===== src/rtl/bus_cycle_unit.sv =====
// Purpose: 8085 machine-cycle engine (T1,T2,Tw,T3) driving the muxed AD bus, strobes and status, with READY waits and HOLD/HLDA.
// Latency: req_ack to done is 4 phi1 cycles with zero wait states (T1,T2,T3, then done); each Tw adds one cycle.
// Backpressure: READY stretches T2 into Tw (bounded by WAIT_LIMIT); HOLD or a cycle in flight keeps req_ack low, so the sequencer holds req.
module bus_cycle_unit #(
    parameter int WAIT_LIMIT = 16,
    parameter int WCNT_W     = 5
) (
    input  logic        phi1,
    input  logic        reset,
    input  logic        req,
    input  logic [2:0]  cyc_type,
    input  logic [15:0] addr,
    input  logic [7:0]  wdata,
    output logic        req_ack,
    output logic        busy,
    output logic        done,
    output logic        timeout,
    output logic [7:0]  rdata,
    output logic [7:0]  next_instruction,
    input  logic [7:0]  ad_in,
    output logic [7:0]  ad_out,
    output logic        ad_oe,
    output logic [7:0]  a_hi,
    output logic        bus_oe,
    output logic        ALE,
    output logic        RDn,
    output logic        WRn,
    output logic        INTAn,
    output logic        IOMn,
    output logic        S1,
    output logic        S0,
    input  logic        READY,
    input  logic        HOLD,
    output logic        HLDA
);

    typedef enum logic [2:0] {S_IDLE, S_T1, S_T2, S_TW, S_T3, S_THOLD} state_t;

    localparam logic [2:0] CT_FETCH = 3'd0;
    localparam logic [2:0] CT_MRD   = 3'd1;
    localparam logic [2:0] CT_MWR   = 3'd2;
    localparam logic [2:0] CT_IORD  = 3'd3;
    localparam logic [2:0] CT_IOWR  = 3'd4;
    localparam logic [2:0] CT_INTA  = 3'd5;

    localparam logic [WCNT_W-1:0] WLIM = WCNT_W'(WAIT_LIMIT);

    // {IOMn,S1,S0} for each machine-cycle type
    function automatic logic [2:0] status_of(input logic [2:0] t);
        logic [2:0] s;
        case (t)
            CT_FETCH: s = 3'b011;
            CT_MRD:   s = 3'b010;
            CT_MWR:   s = 3'b001;
            CT_IORD:  s = 3'b110;
            CT_IOWR:  s = 3'b101;
            CT_INTA:  s = 3'b111;
            default:  s = 3'b000;
        endcase
        return s;
    endfunction

    state_t            state, state_n;
    logic [2:0]        cur_type, cur_type_n;
    logic [7:0]        cur_wdata, cur_wdata_n;
    logic [WCNT_W-1:0] wcnt, wcnt_n;
    logic              to_pend, to_pend_n;
    logic [2:0]        stat_q, stat_n;
    logic              ale_n, rdn_n, wrn_n, intan_n, ad_oe_n, bus_oe_n, hlda_n;
    logic              done_n, timeout_n;
    logic [7:0]        ad_out_n, a_hi_n, rdata_n, ni_n;
    logic              valid_req, cur_is_write, accept, go_hold;

    assign valid_req    = req && (cyc_type <= CT_INTA);
    assign cur_is_write = (cur_type == CT_MWR) || (cur_type == CT_IOWR);
    assign busy         = (state != S_IDLE);
    assign req_ack      = accept;
    assign {IOMn, S1, S0} = stat_q;

    // State and all registered bus outputs; reset forces the idle bus picture immediately
    always_ff @(posedge phi1 or posedge reset) begin
        if (reset) begin
            state            <= S_IDLE;
            cur_type         <= 3'd0;
            cur_wdata        <= 8'h00;
            wcnt             <= '0;
            to_pend          <= 1'b0;
            stat_q           <= 3'b000;
            ALE              <= 1'b0;
            RDn              <= 1'b1;
            WRn              <= 1'b1;
            INTAn            <= 1'b1;
            ad_oe            <= 1'b0;
            bus_oe           <= 1'b1;
            HLDA             <= 1'b0;
            done             <= 1'b0;
            timeout          <= 1'b0;
            ad_out           <= 8'h00;
            a_hi             <= 8'h00;
            rdata            <= 8'h00;
            next_instruction <= 8'h00;
        end else begin
            state            <= state_n;
            cur_type         <= cur_type_n;
            cur_wdata        <= cur_wdata_n;
            wcnt             <= wcnt_n;
            to_pend          <= to_pend_n;
            stat_q           <= stat_n;
            ALE              <= ale_n;
            RDn              <= rdn_n;
            WRn              <= wrn_n;
            INTAn            <= intan_n;
            ad_oe            <= ad_oe_n;
            bus_oe           <= bus_oe_n;
            HLDA             <= hlda_n;
            done             <= done_n;
            timeout          <= timeout_n;
            ad_out           <= ad_out_n;
            a_hi             <= a_hi_n;
            rdata            <= rdata_n;
            next_instruction <= ni_n;
        end
    end

    // Next state plus the output values for the state being entered
    always_comb begin
        state_n     = state;
        cur_type_n  = cur_type;
        cur_wdata_n = cur_wdata;
        wcnt_n      = wcnt;
        to_pend_n   = to_pend;
        stat_n      = stat_q;
        ale_n       = ALE;
        rdn_n       = RDn;
        wrn_n       = WRn;
        intan_n     = INTAn;
        ad_oe_n     = ad_oe;
        bus_oe_n    = bus_oe;
        hlda_n      = HLDA;
        done_n      = 1'b0;
        timeout_n   = timeout;
        ad_out_n    = ad_out;
        a_hi_n      = a_hi;
        rdata_n     = rdata;
        ni_n        = next_instruction;
        accept      = 1'b0;
        go_hold     = 1'b0;

        case (state)
            S_IDLE: begin
                if (HOLD)           go_hold = 1'b1;
                else if (valid_req) accept  = 1'b1;
            end
            S_T1: begin
                state_n = S_T2;
                ale_n   = 1'b0;
                if (cur_is_write) begin
                    ad_out_n = cur_wdata;
                    wrn_n    = 1'b0;
                end else if (cur_type == CT_INTA) begin
                    ad_oe_n  = 1'b0;
                    intan_n  = 1'b0;
                end else begin
                    ad_oe_n  = 1'b0;
                    rdn_n    = 1'b0;
                end
            end
            S_T2: begin
                if (!READY) begin
                    state_n = S_TW;
                    wcnt_n  = WCNT_W'(1);
                end else begin
                    state_n = S_T3;
                end
            end
            S_TW: begin
                if (READY) begin
                    state_n = S_T3;
                end else if ((WAIT_LIMIT != 0) && (wcnt == WLIM)) begin
                    // Device never answered: force the cycle closed and flag it on done
                    state_n   = S_T3;
                    to_pend_n = 1'b1;
                end else begin
                    wcnt_n = wcnt + 1'b1;
                end
            end
            S_T3: begin
                rdn_n     = 1'b1;
                wrn_n     = 1'b1;
                intan_n   = 1'b1;
                wcnt_n    = '0;
                done_n    = 1'b1;
                timeout_n = to_pend;
                to_pend_n = 1'b0;
                if (!cur_is_write)        rdata_n = ad_in;
                if (cur_type == CT_FETCH) ni_n    = ad_in;
                if (HOLD) begin
                    go_hold = 1'b1;
                end else if (valid_req) begin
                    accept = 1'b1;
                end else begin
                    state_n = S_IDLE;
                    stat_n  = 3'b000;
                    ad_oe_n = 1'b0;
                end
            end
            S_THOLD: begin
                if (!HOLD) begin
                    state_n  = S_IDLE;
                    hlda_n   = 1'b0;
                    bus_oe_n = 1'b1;
                end
            end
            default: state_n = S_IDLE;
        endcase

        // Bus released to the external master; a_hi keeps its last value
        if (go_hold) begin
            state_n  = S_THOLD;
            hlda_n   = 1'b1;
            ad_oe_n  = 1'b0;
            bus_oe_n = 1'b0;
            stat_n   = 3'b000;
            ale_n    = 1'b0;
            rdn_n    = 1'b1;
            wrn_n    = 1'b1;
            intan_n  = 1'b1;
        end

        // New cycle starts: address phase on AD, request fields captured
        if (accept) begin
            state_n     = S_T1;
            cur_type_n  = cyc_type;
            cur_wdata_n = wdata;
            ale_n       = 1'b1;
            ad_oe_n     = 1'b1;
            ad_out_n    = addr[7:0];
            a_hi_n      = addr[15:8];
            stat_n      = status_of(cyc_type);
            rdn_n       = 1'b1;
            wrn_n       = 1'b1;
            intan_n     = 1'b1;
        end
    end

endmodule


===== config.mk =====
export PLATFORM = sky130hd
export DESIGN_NAME = bus_cycle_unit
export DESIGN_NICKNAME = d
export VERILOG_FILES = /design/src/rtl/bus_cycle_unit.sv
export SDC_FILE = /design/constraint.sdc
export NUM_CORES = 1
export LEC_CHECK = 0
export BUFFER_PORTS_ARGS = -buffer_cell sky130_fd_sc_hd__buf_2
export CAP_MARGIN = 25
export CORE_ASPECT_RATIO = 2
export CORE_MARGIN = 4
export CORE_UTILIZATION = 38
export CTS_BUF_LIST = sky130_fd_sc_hd__clkbuf_4
export CTS_CLUSTER_DIAMETER = 100
export CTS_CLUSTER_SIZE = 30
export DETAILED_ROUTE_END_ITERATION = 6
export GPL_TIMING_DRIVEN = 0
export SYNTH_ARGS = -nofsm -noshare
export SYNTH_HDL_FRONTEND = slang
export SYNTH_SLANG_ARGS = --single-unit

===== constraint.sdc =====
create_clock -name phi1 -period 4.9 [get_ports phi1]
set_input_delay 0.49 -clock phi1 [delete_from_list [all_inputs] [get_ports phi1]]
set_output_delay 0.49 -clock phi1 [all_outputs]
set_load 0.05 [all_outputs]

Yosys cells after proc, flatten, opt, wreduce, memory -nomap -nowiden
Index checks and enable logic that the tools add are counted.
{"block": "word_totals", "regBits": 64, "input_bits": 40, "out_inout_bits": 46, "elab_cells": 137}
{"block": "op_classes", "n_addsub": 1, "n_lt_le_gt_ge": 1, "eq_ne": 30, "mux": 58, "n_bitwise": 1, "reduce_logical": 27}
{"op": "$pmux W3 S6", "count": 2}
{"op": "$mux W1", "count": 33}
{"op": "$mux W3", "count": 11}
{"op": "$ne A4 B4 Y1 const B", "count": 7}
{"op": "$mux W8", "count": 3}
{"op": "$eq A3 B3 Y1 const B", "count": 6}
{"op": "$eq A3 B2 Y1 const B", "count": 5}
{"op": "$mux W5", "count": 3}
{"op": "$pmux W5 S3", "count": 1}
{"op": "$reduce_and A3 Y1", "count": 4}
{"op": "$reduce_bool A3 Y1", "count": 4}
{"op": "$pmux W1 S2", "count": 5}
{"op": "$reduce_and A2 Y1", "count": 5}
{"op": "$logic_not A3 Y1", "count": 3}
{"op": "$ne A2 B2 Y1 const B", "count": 4}
{"op": "$reduce_and A4 Y1", "count": 2}
{"op": "$reduce_bool A2 Y1", "count": 4}
{"op": "$eq A3 B1 Y1 const B", "count": 2}
{"op": "$ne A3 B2 Y1 const B", "count": 2}
{"op": "$add A5 B1 Y5 const B", "count": 1}
{"op": "$eq A5 B5 Y1 const B", "count": 1}
{"op": "$ne A5 B5 Y1 const B", "count": 1}
{"op": "$reduce_and A5 Y1", "count": 1}
{"op": "$reduce_bool A4 Y1", "count": 1}
{"op": "7 further kinds", "count": 7}

Depth between registers and ports, before layout
{"block": "depth", "ltp_word": 7, "depth_mapped": 6}

Least setup slack after synthesis
OpenSTA, ideal clock, no wires.
{"block": "synth_timing", "kind": "input -> output", "from": "input req", "to": "output req_ack", "arrival_ns": 1.344, "required_ns": 4.410, "path_slack_ns": 3.066, "cell_stages": 4, "path_cell_list": "a21boi_1 -> and3b_1 -> clkbuf_1 -> buf_2"}
{"block": "synth_via", "elab_chain_len": 4}
{"item": "start: declaration", "line": "10", "text": "input logic req,"}
{"item": "$logic_and A1 B1 Y1", "line": "74", "text": "assign valid_req = req && (cyc_type <= CT_INTA);"}
{"item": "$mux W1", "line": "152, 199"}
{"item": "$mux W1", "line": "197", "text": "if (HOLD) begin"}
{"item": "$mux W1"}
{"item": "end: declaration", "line": "14", "text": "output logic req_ack,"}
No other way between the ends.

Worst setup path in the final report
{"block": "layout_timing", "from": "register state[1]", "to": "output req_ack"}
{"block": "layout_via", "elab_chain_len": 3, "elab_cells_between_ends": 4, "classes_between": "eq/ne (1); mux (1); reduce/logical (2)"}
{"item": "start: declaration", "line": "63", "text": "state_t state, state_n;"}
{"item": "start signal: assignment", "line": "103", "text": "state <= state_n;"}
{"item": "$eq A3 B3 Y1 / $logic_not A3 Y1 (equally long branches)", "line": "149", "text": "case (state)"}
{"item": "$reduce_or A2 Y1 (no source line) *"}
{"item": "$mux W1 *"}
Mark *: on every way between the ends. The rest lies on a longest branch, timed or not.

==> flow_summary.ini <==
[setup_path]
crit_path_frequent_cell = sky130_fd_sc_hd__buf_2
worst-r2r-setup-slack_ps = 2870
worstPathArrival_ps = 2030
worstSetupStartpoint = state[1]$_DFFE_PP0P_
critical_path_depth = 5
crit_slowest_cell = sky130_fd_sc_hd__dfrtp_1
cp-end-kind = output port
slowest_delay_ps = 470
category_of_the_critical_setup_timing_path = reg2out
path_cells = nor2_1, and3b_1, clkbuf_1, buf_2, buf_2
ff2ff_path_depth = 6
critical_path.startpoint_type = flip-flop
capture_instance_of_the_worst_register_to_register_path = wcnt[1]$_DFFE_PP0P_
r2r-start = wcnt[0]$_DFFE_PP0P_
worstPathMaxFanout = 10
required_time_of_the_worst_setup_path_ps = 4410
critical-path-top-delay-family = buffers and inverters
endpoint = req_ack
crit_buf_inv = 3

[grt]
grt_use_total_pct = 15.6
globalRouteOverflowTotal = 0
largest_net_degree_at_the_start_of_global_routing = 43
grt_first_pass_wirelength_mm = 9.89
grt_antenna_before_repair = 1
grt_pass1_vias = 2074

[flow_run]
cap_violations = 0

[routing]
drt_first_iter_violations = 75
drt-total-wl_mm = 6.15
drt_drc_violations_left = 0
via_density_per_instance = 4.90
detail_route.first_pass.iterations = 4
drtAntennaViolNets = 0
routed_via_count = 2001
routed_wire_length_per_instance_um = 15.1

[sta]
clock-skew-final_ps = 11.8
max_clock_freq_ghz = 0.397
final_max_slew_viol_count = 0
report.final.hold_viol_count = 0
final.setup.worst_slack_ps = 2380
setup_repair_after_global_routing_missed_its_margin = false
layout_min_cycle_time_ps = 2520
setup_tns_ps = 0
slew_headroom_pct = 41.9
period_share_pct = 51.4
max_slew.worst_pin.slew_ps = 864
setup_violations = 0

[layout]
n_fill_cell = 663
finish.cell_count_without_fillers = 408
post-route-util_pct = 48.7
fin_area_um2 = 3400
area_growth_pct = 24.6
num-nets-final = 354
drive_gt1_share_pct = 47.6

[run_status]
run_status = finished, final reports clean

[synthesis]
ys_ff_latch = 64
synthCells = 215
yosys.area_share.xor_xnor_pct = 0.321
post_synth_num_cell_types = 39
avgSynthCellArea_um2 = 12.7
synthesis.nets = 257
synth_simple_gate_area_share_pct = 10.0
synth_mux_area_share_pct = 15.9
adder_cell_area_share_of_the_yosys_netlist_pct = 0.916
largest_family_of_logic_cells_by_synthesized_area = multiplexers
synth.cell_area_um2 = 2730
seq_area_frac_synth_pct = 58.8
ys_warn_count = 0
synth_compound_area_share_pct = 11.4

[power]
p_leak_nw = 1.63
pwr_density_cell_nw_per_um2 = 782
max-vdd-ir-drop_mv = 0.404

[placed_design]
port_buffers = 85
place.gp.congestion = 0.745
detailedPlace.worstSlack_ps = 2600
placed_cell_area_um2 = 3290
dpl.cell_count = 391
hpwl_mm = 4.65

[floorplanning]
start_util_pct = 39.1
die_y_um = 128
io-pin-count = 86
die_width_um = 68.0
number_of_rows_created_at_floorplan = 43
design.core.area_um2 = 6990
floorplan.die_area_um2 = 8690

[cts]
tritoncts = built
worst_skew_pair.late_latency_ps = 400
cts_resized = 0
cts-root-to-sink-buffers = 2
ctsHoldBuffers = 0
cts_htree_levels = 3
clk_pin_slew_ps = 100
cts-root-buf = sky130_fd_sc_hd__clkbuf_4
post_cts_buffers = 0
cts.sink_count = 64
cts_made_buffers = 9

[min_path]
class_of_the_worst_hold_path = in2async
-- worst min-delay path by stage --
stage                           to  cells past startpoint  slack [ps]
2_1_floorplan  wcnt[4]$_DFFE_PP0P_                      1         440
3_3_place_gp       RDn$_DFFE_PP1P_                      2         450
3_5_place_dp    bus_oe$_DFFE_PP1P_                      2         460
4_1_cts        a_hi[5]$_DFFE_PP0P_                      2          80
5_1_grt        a_hi[5]$_DFFE_PP0P_                      2         110
6_report       a_hi[5]$_DFFE_PP0P_                      2         100
-- worst reg2reg max path: stages (launching register included) --
cell and delay (ps):
sky130_fd_sc_hd__dfrtp_1 430, sky130_fd_sc_hd__inv_1 110, sky130_fd_sc_hd__ha_1 220, sky130_fd_sc_hd__and4bb_2 260, sky130_fd_sc_hd__a21o_1 210, sky130_fd_sc_hd__o21ai_0 490
sky130_fd_sc_hd__mux2i_1 250
-- layout make-up --
type / instances / area, um2 / share of cell area, %
antenna: 1 / 2.50 / 0.0735
inverter: 7 / 26.3 / 0.772
tap: 90 / 113 / 3.31
clock inverter: 4 / 21.3 / 0.625
multi-input combinational: 135 / 1050 / 30.9
timing repair buffer: 86 / 445 / 13.1
sequential: 64 / 1610 / 47.2
clock buffer: 12 / 90.1 / 2.65
buffer: 9 / 46.3 / 1.36
-- per-layer routing --
metal	part of all wire, %	track usage, %	routed length (um)	vias to the layer above
met4	2.5	8.68	153	0
met3	5.5	4.47	338	10
met2	55	26.5	3380	51
met5	0	0	0	-
li1	-	-	-	978
met1	37	16.6	2280	962
-- where the power goes --
| part | internal [mW] | switching [mW] | total (mW) | leakage, nW |
|---|---|---|---|---|
| clock | 0.118 | 0.181 | 0.299 | 0.0648 |
| combinational | 0.421 | 1.00 | 1.43 | 0.794 |
| sequential | 0.787 | 0.148 | 0.935 | 0.774 |
| total | 1.33 | 1.33 | 2.66 | 1.63 |
-- registers in the layout, indices dropped and copies added (netlist names) --
register / cells
done: 1
wcnt: 5
HLDA: 1
ad_out: 8
to_pend: 1
WRn: 1
ALE: 1
RDn: 1
timeout: 1
ad_oe: 1
cur_type: 3
next_instruction: 8
rdata: 8
INTAn: 1
cur_wdata: 8
bus_oe: 1
stat_q: 3
state: 3
a_hi: 8
-- cells in the final DEF (no fill, tap or decap), types with 2 or more instances in the layout --
cell type                  count
sky130_fd_sc_hd__clkinv_2      2
sky130_fd_sc_hd__nor2_1        7
sky130_fd_sc_hd__clkbuf_1      4
sky130_fd_sc_hd__o21ai_0      15
sky130_fd_sc_hd__a21oi_1       3
sky130_fd_sc_hd__a21o_1        2
sky130_fd_sc_hd__dfrtp_1      60
sky130_fd_sc_hd__a22o_1        3
sky130_fd_sc_hd__nand3b_1      2
sky130_fd_sc_hd__a211oi_1      2
sky130_fd_sc_hd__nand3_1       5
sky130_fd_sc_hd__mux2_2       35
sky130_fd_sc_hd__a31oi_1       5
sky130_fd_sc_hd__nor2b_1       3
sky130_fd_sc_hd__clkbuf_4     12
sky130_fd_sc_hd__inv_1         6
sky130_fd_sc_hd__nand2_1      14
sky130_fd_sc_hd__ha_1          2
sky130_fd_sc_hd__dfstp_2       4
sky130_fd_sc_hd__nand2b_1      6
sky130_fd_sc_hd__a41oi_1       2
sky130_fd_sc_hd__nor3b_1       5
sky130_fd_sc_hd__a221o_1       5
sky130_fd_sc_hd__mux2i_1       4
sky130_fd_sc_hd__buf_2        89
-- cell families (layout without fill, tap and decap cells) --
logic type | count (synthesis) | after routing
flops | 64 | 64
simple gates | 48 | 48
compound gates | 45 | 45
mux | 39 | 39
buf+inv | 16 | 118
fa+ha+maj | 2 | 2
xor+xnor | 1 | 1
other cells | 0 | 1
-- Yosys cell counts, drive strengths merged --
cell type	instances	share of area [%]
a31o	1	0.32
o21ai	16	3.1
xnor2	1	0.32
a222oi	1	0.37
nand2	14	1.9
inv	7	0.96
nor3	1	0.60
dfstp	4	3.8
a22o	3	0.96
ha	2	0.92
and4bb	1	0.46
mux2i	4	1.5
a21boi	1	0.27
nor2	7	0.96
a21oi	3	0.55
a21o	2	0.55
clkbuf	4	0.55
nand2b	6	1.4
mux2	35	14
nor3b	5	1.4
nand3b	2	0.55
or3b	1	0.41
and3b	1	0.32
a211oi	2	0.55
a221o	5	1.8
a22oi	1	0.27
dfrtp	60	55
or3	1	0.23
o2111ai	1	0.32
nand3	5	0.92
buf	5	1.1
and2	1	0.23
o31ai	1	0.27
a31oi	5	1.1
a41oi	2	0.64
nor2b	3	0.69
o22ai	1	0.23
-- per-stage QoR --
step                power, mW  hold slack, ps
floorplan                2.05             445
global placement         2.37             452
detailed placement       2.39             458
CTS                      2.70            80.1
global route             2.83             113
finish                   2.66             104
Note: power is estimated with default switching activity, not from simulation.
